### src/rtl/branch_resolve_if.sv
// ID-stage control-flow bus: decoded instruction fields in, fetch redirect,
// link-register write and branch statistics out.
interface branch_resolve_if #(
    parameter int DATA_W = 32,
    parameter int CNT_W  = 16
);
    logic              in_valid;
    logic              stall;
    logic [5:0]        opcode;
    logic [4:0]        rt_field;
    logic [4:0]        rd_field;
    logic [5:0]        funct;
    logic [25:0]       imm26;
    logic [DATA_W-1:0] rs_val;
    logic [DATA_W-1:0] rt_val;
    logic [DATA_W-1:0] pc;
    logic              redirect_valid;
    logic [DATA_W-1:0] redirect_pc;
    logic              link_we;
    logic [4:0]        link_reg;
    logic [DATA_W-1:0] link_data;
    logic              ds_branch_err;
    logic              busy;
    logic [CNT_W-1:0]  br_count;
    logic [CNT_W-1:0]  taken_count;

    modport master (
        output in_valid, stall, opcode, rt_field, rd_field, funct, imm26,
               rs_val, rt_val, pc,
        input  redirect_valid, redirect_pc, link_we, link_reg, link_data,
               ds_branch_err, busy, br_count, taken_count
    );

    modport slave (
        input  in_valid, stall, opcode, rt_field, rd_field, funct, imm26,
               rs_val, rt_val, pc,
        output redirect_valid, redirect_pc, link_we, link_reg, link_data,
               ds_branch_err, busy, br_count, taken_count
    );
endinterface

### src/rtl/branch_resolve_unit.sv
// Registered MIPS control-flow resolver: decode, signed condition, target,
// delay-slot tracking, link write request and saturating statistics.
module branch_resolve_unit #(
    parameter int DATA_W     = 32,
    parameter int DELAY_SLOT = 1,
    parameter int CNT_W      = 16
) (
    input logic             clk,
    input logic             reset,
    branch_resolve_if.slave bus
);
    typedef enum logic {IDLE, WAIT_DS} state_t;

    state_t            state;
    logic [DATA_W-1:0] pend_tgt;

    logic              accept;
    logic              is_cf;
    logic              taken;
    logic              links;
    logic              is_jalr;
    logic [DATA_W-1:0] target;
    logic [DATA_W-1:0] pc4;
    logic [DATA_W-1:0] br_tgt;
    logic [DATA_W-1:0] j_tgt;
    logic [DATA_W-1:0] link_addr;
    logic signed [DATA_W-1:0] rs_s;
    logic signed [DATA_W-1:0] rt_s;

    assign accept    = bus.in_valid & ~bus.stall;
    assign rs_s      = bus.rs_val;
    assign rt_s      = bus.rt_val;
    assign pc4       = bus.pc + DATA_W'(4);
    assign br_tgt    = pc4 + {{(DATA_W-18){bus.imm26[15]}}, bus.imm26[15:0], 2'b00};
    assign j_tgt     = {pc4[DATA_W-1:28], bus.imm26, 2'b00};
    assign link_addr = (DELAY_SLOT != 0) ? bus.pc + DATA_W'(8) : pc4;
    assign is_jalr   = (bus.opcode == 6'h00) && (bus.funct == 6'h09);

    always_comb begin
        is_cf  = 1'b0;
        taken  = 1'b0;
        links  = 1'b0;
        target = br_tgt;
        case (bus.opcode)
            6'h00: begin
                if (bus.funct == 6'h08 || bus.funct == 6'h09) begin
                    is_cf  = 1'b1;
                    taken  = 1'b1;
                    links  = is_jalr;
                    target = bus.rs_val;
                end
            end
            6'h01: begin
                // REGIMM: bit 0 of rt_field picks >=0 vs <0, bit 4 adds the link
                case (bus.rt_field)
                    5'b00000, 5'b10000: begin
                        is_cf = 1'b1;
                        taken = rs_s < 0;
                        links = bus.rt_field[4];
                    end
                    5'b00001, 5'b10001: begin
                        is_cf = 1'b1;
                        taken = rs_s >= 0;
                        links = bus.rt_field[4];
                    end
                    default: ;
                endcase
            end
            6'h02, 6'h03: begin
                is_cf  = 1'b1;
                taken  = 1'b1;
                links  = bus.opcode[0];
                target = j_tgt;
            end
            6'h04: begin is_cf = 1'b1; taken = rs_s == rt_s; end
            6'h05: begin is_cf = 1'b1; taken = rs_s != rt_s; end
            6'h06: begin is_cf = 1'b1; taken = rs_s <= 0;    end
            6'h07: begin is_cf = 1'b1; taken = rs_s > 0;     end
            default: ;
        endcase
    end

    always_ff @(posedge clk) begin
        if (reset) begin
            state              <= IDLE;
            pend_tgt           <= '0;
            bus.redirect_valid <= 1'b0;
            bus.redirect_pc    <= '0;
            bus.link_we        <= 1'b0;
            bus.link_reg       <= '0;
            bus.link_data      <= '0;
            bus.ds_branch_err  <= 1'b0;
            bus.busy           <= 1'b0;
            bus.br_count       <= '0;
            bus.taken_count    <= '0;
        end else begin
            bus.redirect_valid <= 1'b0;
            bus.link_we        <= 1'b0;
            bus.ds_branch_err  <= 1'b0;
            if (accept) begin
                if (state == WAIT_DS) begin
                    // Delay-slot instruction: release the redirect; a nested
                    // branch here is flagged and otherwise ignored.
                    bus.redirect_valid <= 1'b1;
                    bus.redirect_pc    <= pend_tgt;
                    bus.ds_branch_err  <= is_cf;
                    bus.busy           <= 1'b0;
                    state              <= IDLE;
                end else if (is_cf) begin
                    if (bus.br_count != '1)
                        bus.br_count <= bus.br_count + CNT_W'(1);
                    if (links) begin
                        bus.link_we   <= 1'b1;
                        bus.link_reg  <= is_jalr ? bus.rd_field : 5'd31;
                        bus.link_data <= link_addr;
                    end
                    if (taken) begin
                        if (bus.taken_count != '1)
                            bus.taken_count <= bus.taken_count + CNT_W'(1);
                        if (DELAY_SLOT != 0) begin
                            pend_tgt <= target;
                            bus.busy <= 1'b1;
                            state    <= WAIT_DS;
                        end else begin
                            bus.redirect_valid <= 1'b1;
                            bus.redirect_pc    <= target;
                        end
                    end
                end
            end
        end
    end
endmodule

### src/flat_wrapper.sv
// flat-port wrapper written by rule: the top's interface ports become plain ports
module branch_resolve_unit_flat 
#(
    parameter int DATA_W     = 32,
    parameter int DELAY_SLOT = 1,
    parameter int CNT_W      = 16
)
  (clk, reset, bus_in_valid, bus_stall, bus_opcode, bus_rt_field, bus_rd_field, bus_funct, bus_imm26, bus_rs_val, bus_rt_val, bus_pc, bus_redirect_valid, bus_redirect_pc, bus_link_we, bus_link_reg, bus_link_data, bus_ds_branch_err, bus_busy, bus_br_count, bus_taken_count);
  branch_resolve_if #(.DATA_W(DATA_W), .CNT_W(CNT_W)) bus_i ();
  input logic clk;
  input logic reset;
  input wire logic [$bits(bus_i.in_valid)-1:0] bus_in_valid;
  input wire logic [$bits(bus_i.stall)-1:0] bus_stall;
  input wire logic [$bits(bus_i.opcode)-1:0] bus_opcode;
  input wire logic [$bits(bus_i.rt_field)-1:0] bus_rt_field;
  input wire logic [$bits(bus_i.rd_field)-1:0] bus_rd_field;
  input wire logic [$bits(bus_i.funct)-1:0] bus_funct;
  input wire logic [$bits(bus_i.imm26)-1:0] bus_imm26;
  input wire logic [$bits(bus_i.rs_val)-1:0] bus_rs_val;
  input wire logic [$bits(bus_i.rt_val)-1:0] bus_rt_val;
  input wire logic [$bits(bus_i.pc)-1:0] bus_pc;
  output wire logic [$bits(bus_i.redirect_valid)-1:0] bus_redirect_valid;
  output wire logic [$bits(bus_i.redirect_pc)-1:0] bus_redirect_pc;
  output wire logic [$bits(bus_i.link_we)-1:0] bus_link_we;
  output wire logic [$bits(bus_i.link_reg)-1:0] bus_link_reg;
  output wire logic [$bits(bus_i.link_data)-1:0] bus_link_data;
  output wire logic [$bits(bus_i.ds_branch_err)-1:0] bus_ds_branch_err;
  output wire logic [$bits(bus_i.busy)-1:0] bus_busy;
  output wire logic [$bits(bus_i.br_count)-1:0] bus_br_count;
  output wire logic [$bits(bus_i.taken_count)-1:0] bus_taken_count;
  assign bus_i.in_valid = bus_in_valid;
  assign bus_i.stall = bus_stall;
  assign bus_i.opcode = bus_opcode;
  assign bus_i.rt_field = bus_rt_field;
  assign bus_i.rd_field = bus_rd_field;
  assign bus_i.funct = bus_funct;
  assign bus_i.imm26 = bus_imm26;
  assign bus_i.rs_val = bus_rs_val;
  assign bus_i.rt_val = bus_rt_val;
  assign bus_i.pc = bus_pc;
  assign bus_redirect_valid = bus_i.redirect_valid;
  assign bus_redirect_pc = bus_i.redirect_pc;
  assign bus_link_we = bus_i.link_we;
  assign bus_link_reg = bus_i.link_reg;
  assign bus_link_data = bus_i.link_data;
  assign bus_ds_branch_err = bus_i.ds_branch_err;
  assign bus_busy = bus_i.busy;
  assign bus_br_count = bus_i.br_count;
  assign bus_taken_count = bus_i.taken_count;
  branch_resolve_unit #(.DATA_W(DATA_W), .DELAY_SLOT(DELAY_SLOT), .CNT_W(CNT_W)) u_core (.clk(clk), .reset(reset), .bus(bus_i));
endmodule
### config.mk
export PLATFORM = sky130hd
export DESIGN_NAME = branch_resolve_unit_flat
export DESIGN_NICKNAME = d
export VERILOG_FILES = /design/src/rtl/branch_resolve_if.sv /design/src/rtl/branch_resolve_unit.sv /design/src/flat_wrapper.sv
export SDC_FILE = /design/constraint.sdc
export NUM_CORES = 1
export LEC_CHECK = 0
export ABC_CLOCK_PERIOD_IN_PS = 5200
export CAP_MARGIN = 15
export CORE_ASPECT_RATIO = 1.4
export CORE_UTILIZATION = 49
export CTS_CLUSTER_SIZE = 20
export DETAILED_ROUTE_END_ITERATION = 6
export PLACE_DENSITY_LB_ADDON = 0.15
export SLEW_MARGIN = 15
export SYNTH_ARGS = -nofsm -noshare
export SYNTH_HDL_FRONTEND = slang
export SYNTH_SLANG_ARGS = --single-unit
### constraint.sdc
create_clock -name clk -period 5.2 [get_ports clk]
set_input_delay 0.52 -clock clk [delete_from_list [all_inputs] [get_ports clk]]
set_output_delay 0.52 -clock clk [all_outputs]
set_load 0.01 [all_outputs]
Word-level counts from Yosys, hierarchy flattened:

Index checks and enable logic that the tools add are counted.

* bits in registers: 138
* input port bits: 148

* bitwise gates (word level): 5
* reductions and logical operators: 20
* equal/unequal tests: 16
* add/sub/neg operators: 5
* mux-type cells: 19
* order comparisons: 4

Operator list (number)
* one-hot mux 32 bit (2 select lines): 1
* adder 16 x 1 -> 16 bit (second input constant): 2
* adder 32 x 3 -> 32 bit (second input constant): 1
* adder 32 bit: 1
* adder 32 x 4 -> 32 bit (second input constant): 1
* == test 32 bit: 1
* greater-or-equal comparator 32 x 1 -> 1 bit (second input constant): 1
* > comparator 32 x 1 -> 1 bit (second input constant): 1
* <= comparator 32 x 1 -> 1 bit (second input constant): 1
* less-than comparator 32 x 1 -> 1 bit (second input constant): 1
* 2-to-1 mux 32 bit: 1
* != test 16 bit (second input constant): 2
* != test 32 bit: 1
* == test 6 x 3 -> 1 bit (second input constant): 4
* == test 6 x 2 -> 1 bit (second input constant): 2
* == test 6 x 4 -> 1 bit (second input constant): 2
* 2-to-1 mux 1 bit: 12
* AND reduction 4 bit: 3
* == test 5 bit (second input constant): 2
* OR reduction 2 bit: 4
* OR reduction 4 bit: 2
* one-hot mux 1 bit (7 select lines): 1
* == test 6 x 1 -> 1 bit (second input constant): 1
* logical NOT 6 bit: 1
* 15 further kinds: 20

Longest topological paths before layout:

* depth after elaboration: 7
* depth in mapped cells: 19
* mapped depth without buffers: 18

Least setup slack after synthesis:

OpenSTA, ideal clock, no wires.

* kind: input port to flip-flop
* start: in bus_pc[3]
* end: reg u_core.pend_tgt[30]
* stages on the path: 19
* path slack: 795 ps
* arrival time: 4267 ps
* setup time: 137 ps
* cells stage by stage: ha_1 and3_1 and2_0 nand2_1 nor2_1 and3_1 clkbuf_1 nand2_1 xnor2_1 ha_1 and3_1 and2_1 a221oi_1 o21ai_0 a311oi_1 o41ai_1 xor2_1 a222oi_1 a211oi_1

* longest elaborated chain between the ends: 4

Ends and longest elaborated chain
* start: declaration: line flat_wrapper.sv:21 `input wire logic [$bits(bus_i.pc)-1:0] bus_pc;`
* adder 32 x 3 -> 32 bit *: line branch_resolve_unit.sv:33 `assign pc4 = bus.pc + DATA_W'(4);`
* adder 32 bit: line branch_resolve_unit.sv:34 `assign br_tgt = pc4 + {{(DATA_W-18){bus.imm26[15]}}, bus.imm26[15:0], 2'b00};`
* 2-to-1 mux 32 bit: line branch_resolve_unit.sv:46 `if (bus.funct == 6'h08 || bus.funct == 6'h09) begin`
* one-hot mux 32 bit (2 select lines) *: line branch_resolve_unit.sv:44 `case (bus.opcode)`
* end signal: assignment: line branch_resolve_unit.sv:121 `pend_tgt <= target;`
* end: declaration: line branch_resolve_unit.sv:15 `logic [DATA_W-1:0] pend_tgt;`

Mark *: on every way between the ends. The rest lies on a longest branch, timed or not.
A chain may end at the register's enable or synchronous reset.

Worst setup path in the final report:

* start: in bus_pc[4]
* end: reg u_core.pend_tgt[27]

* longest elaborated chain between the ends: 4

Ends and longest elaborated chain (line)
* adder 32 x 3 -> 32 bit *: branch_resolve_unit.sv:33
* adder 32 bit *: branch_resolve_unit.sv:34
* 2-to-1 mux 32 bit: branch_resolve_unit.sv:46
* one-hot mux 32 bit (2 select lines) *: branch_resolve_unit.sv:44

Marked as above.

==> summary.txt <==
Worst hold path
  • Hold Crit Depth: 2
  • Hold crit path type: reg -> reg

Worst setup path
  • R2R Setup Slk: 2.69 ns
  • Setup crit end kind: flop
  • Worst Setup SP: bus_pc[4]
  • R2r endpoint: u_core.bus.taken_count[14]
  • Worst EP required: 5.47 ns
  • Arr. time, crit path: 4.96 ns
  • CP max FO: 5
  • Worst r2r src: u_core.state
  • Worst setup SP type: input port
  • Crit Path Category: in -> reg
  • Worst setup path endpoint: u_core.pend_tgt[27]
  • Critical-path top delay cell: clkdlybuf4s50_1
  • Worst R2R Path Depth: 5
  • Worst-path cell chain: clkdlybuf4s50_1, ha_1, and3_1, and2_0, and3_1, nand2_1, xnor2_1, ha_1, nand2_1, a21oi_1, nor2b_1, a211oi_1, a21oi_1, o41ai_1, buf_4, xor2_1, a222oi_1, a211oi_1
  • CP max stage delay: 0.57 ns

Global routing
  • First-pass GRT wire length: 47.8 mm
  • Total GRT Usage: 33.2%
  • Largest net degree at the start of global routing: 76
  • Vias in the first global route: 9006
  • Initial antenna violation count: 0
  • Total grt overflow: 0

Synth
  • Post-synthesis sequential area ratio: 30.8%
  • Gate Count Post-Synth: 1141
  • Top cell type by total area after synthesis: dfxtp_1
  • Primary FF master, synth: dfxtp_1
  • Most frequent cell after synthesis: nor2_1
  • Syn Std Cell Area: 8960 um2
  • Syn_nets: 1328
  • FFs w/ async S/R, synth: 0%
  • Top cell type's share of synthesized area: 30.8%
  • Number of flops mapped to enable cells by yosys: 0
  • Ranking of synthesized cells by area: dfxtp_1 31%, xnor2_1 9.1%, nor2_1 6.1%
  • Top cells by count, synth: 146 x nor2_1, 143 x nand2_1, 138 x dfxtp_1
  • Yosys warnings: 0
  • Yosys reg bits: 138
  • Cell variety after synth: 72
  • Avg Cell Area, Syn: 7.86 um2

Floorplanning
  • Initial core utilization: 50.0%
  • Die ar.: 18800 um2
  • Die X-Extent: 116 um
  • Top Ports: 253
  • Die Y: 162 um
  • Cell Rows: 58
  • Core area: 17900 um2

Cells and area
  • Antenna Cells: 0
  • Top Registers: u_core.bus.link_data (32), u_core.bus.redirect_pc (32), u_core.pend_tgt (32)
  • Post-layout nets: 1556
  • Layout area overhead: 36.8%
  • Cell Count, Final, Fillers Out: 1622
  • Design Area, Final: 12300 um2
  • Share of post-route cells with drive strength above 1: 5.07%

STA
  • Clock skew: 0.00801 ns
  • Unrepaired setup endpoints after global routing: no
  • Fmax: 213 MHz
  • Setup TNS: 0 ns
  • Final count of hold timing violations: 0
  • Worst Tran Pin Value: 1.00 ns
  • Final Cycle Share: 90.2%
  • Post-route minimum period: 4.69 ns
  • Final setup fails: 0
  • Max-slew violations: 0
  • Slew headroom: 32.9%

Routing
  • Via Count: 9456
  • Wire per inst: 19.4 um
  • Antenna Nets Post-Route: 0
  • # DRC: 0
  • Via/cell ratio: 5.83
  • Pre-antenna DRT Iters: 7
  • DRT Wirelength: 31.5 mm
  • Initial DRC count: 864

Clocking
  • Htree depth: 4
  • CTS tree: built
  • Clock Latency Late Sink: 0.43 ns
  • Num CTS Buffers: 17
  • Root Buffer: clkbuf_16
  • Post-CTS Hold Buffers: 0
  • # resized after CTS: 0
  • CTS max path bufs: 2
  • Post-CTS setup buffer count: 0
  • # clock sinks: 138
  • CTS clk-pin slew, worst paths: 0.07 ns

Placement
  • Placed inst area: 11700 um2
  • Gpl congestion: 0.952
  • Dpl cells: 1590
  • PortBufs: 252
  • DP Wirelength: 24.8 mm

Run
  • Max cap viols: 0

Power and ir drop
  • Static leakage: 4.27 nW
  • Worst vdd rail ir drop: 0.217 mV
  • Pwr dens: 231 nW/um2

Status
  • Status: completed
[kinds of logic (layout without fill, tap and decap cells)]
group | after synthesis | after routing | share of synthesized area (%)
buf+inv | 83 | 324 | 3.57
mux | 9 | 9 | 1.02
flops | 138 | 138 | 30.8
fa+ha+maj | 39 | 39 | 5.53
xor+xnor | 133 | 133 | 13.0
simple gates | 472 | 472 | 25.3
compound gates | 267 | 267 | 20.8
[per-stage QoR]
stage	hold WS, ns	setup WS (ns)	utilization, %	total power [mW]
2_1_floorplan	0.426	0.795	-	1.40
3_3_place_gp	0.437	0.184	65.3	1.66
3_5_place_dp	0.445	0.169	65.3	1.66
4_1_cts	0.450	0.577	68.4	2.83
5_1_grt	0.458	0.173	68.4	2.92
6_report	0.450	0.510	68.4	2.83
[area by class of cell]
| type | count | area, um2 |
|---|---|---|
| inverters | 23 | 86.3 |
| clock buffers | 17 | 425 |
| multi-input cells | 920 | 5900 |
| clock inverters | 15 | 144 |
| well taps | 240 | 300 |
| repair buffers | 269 | 2650 |
| fillers | 1543 | 5660 |
| flip-flops and latches | 138 | 2760 |
[power breakdown]
part           internal (mW)  total, mW  leakage [nW]  switching (mW)
Clock                  0.638       1.18         0.281           0.544
Combinational          0.276      0.590          2.88           0.315
Sequential              1.06       1.06          1.11        0.000647
[cells in the final DEF, fill, tap and decap left out, drive strengths merged, types with 3 or more instances in the layout]
master	instances
a2111oi	5
o21ai	28
ha	38
o211ai	4
a22oi	6
nand3	29
buf	18
o22ai	4
and3	23
and2	12
o21a	4
nand2b	5
a21oi	81
clkdlybuf4s50	251
xnor2	93
mux2i	8
nor4	17
a222oi	15
o41ai	3
nor3b	3
nand2	144
a21o	16
nor2	147
nand3b	5
nor3	23
dfxtp	138
a31oi	5
nor2b	10
inv	35
and4	6
a221oi	12
or3	9
a211oi	61
a311oi	4
nand4	31
xor2	40
clkbuf	17
[critical path, delay by kind of cell]
kind	cells	cell delay [ns]
simple gates	6	1.10
xor+xnor	2	0.25
buf+inv	2	0.76
fa+ha+maj	2	0.60
compound gates	6	1.70
[how the worst min path moves through the flow]
stage / start / end
6_report: u_core.pend_tgt[26] / u_core.bus.redirect_pc[26]
5_1_grt: u_core.pend_tgt[26] / u_core.bus.redirect_pc[26]
4_1_cts: u_core.pend_tgt[26] / u_core.bus.redirect_pc[26]
3_5_place_dp: u_core.pend_tgt[26] / u_core.bus.redirect_pc[26]
3_3_place_gp: u_core.pend_tgt[25] / u_core.bus.redirect_pc[25]
2_1_floorplan: u_core.pend_tgt[16] / u_core.pend_tgt[16]
[metal layers]
layer  part of all wire, %  global-route usage, %
met5                     0                      0
met4                   3.9                   15.3
met3                   6.1                   5.26
met1                    38                   37.8
met2                    52                   59.6
Power figures use the tool's default switching activity.
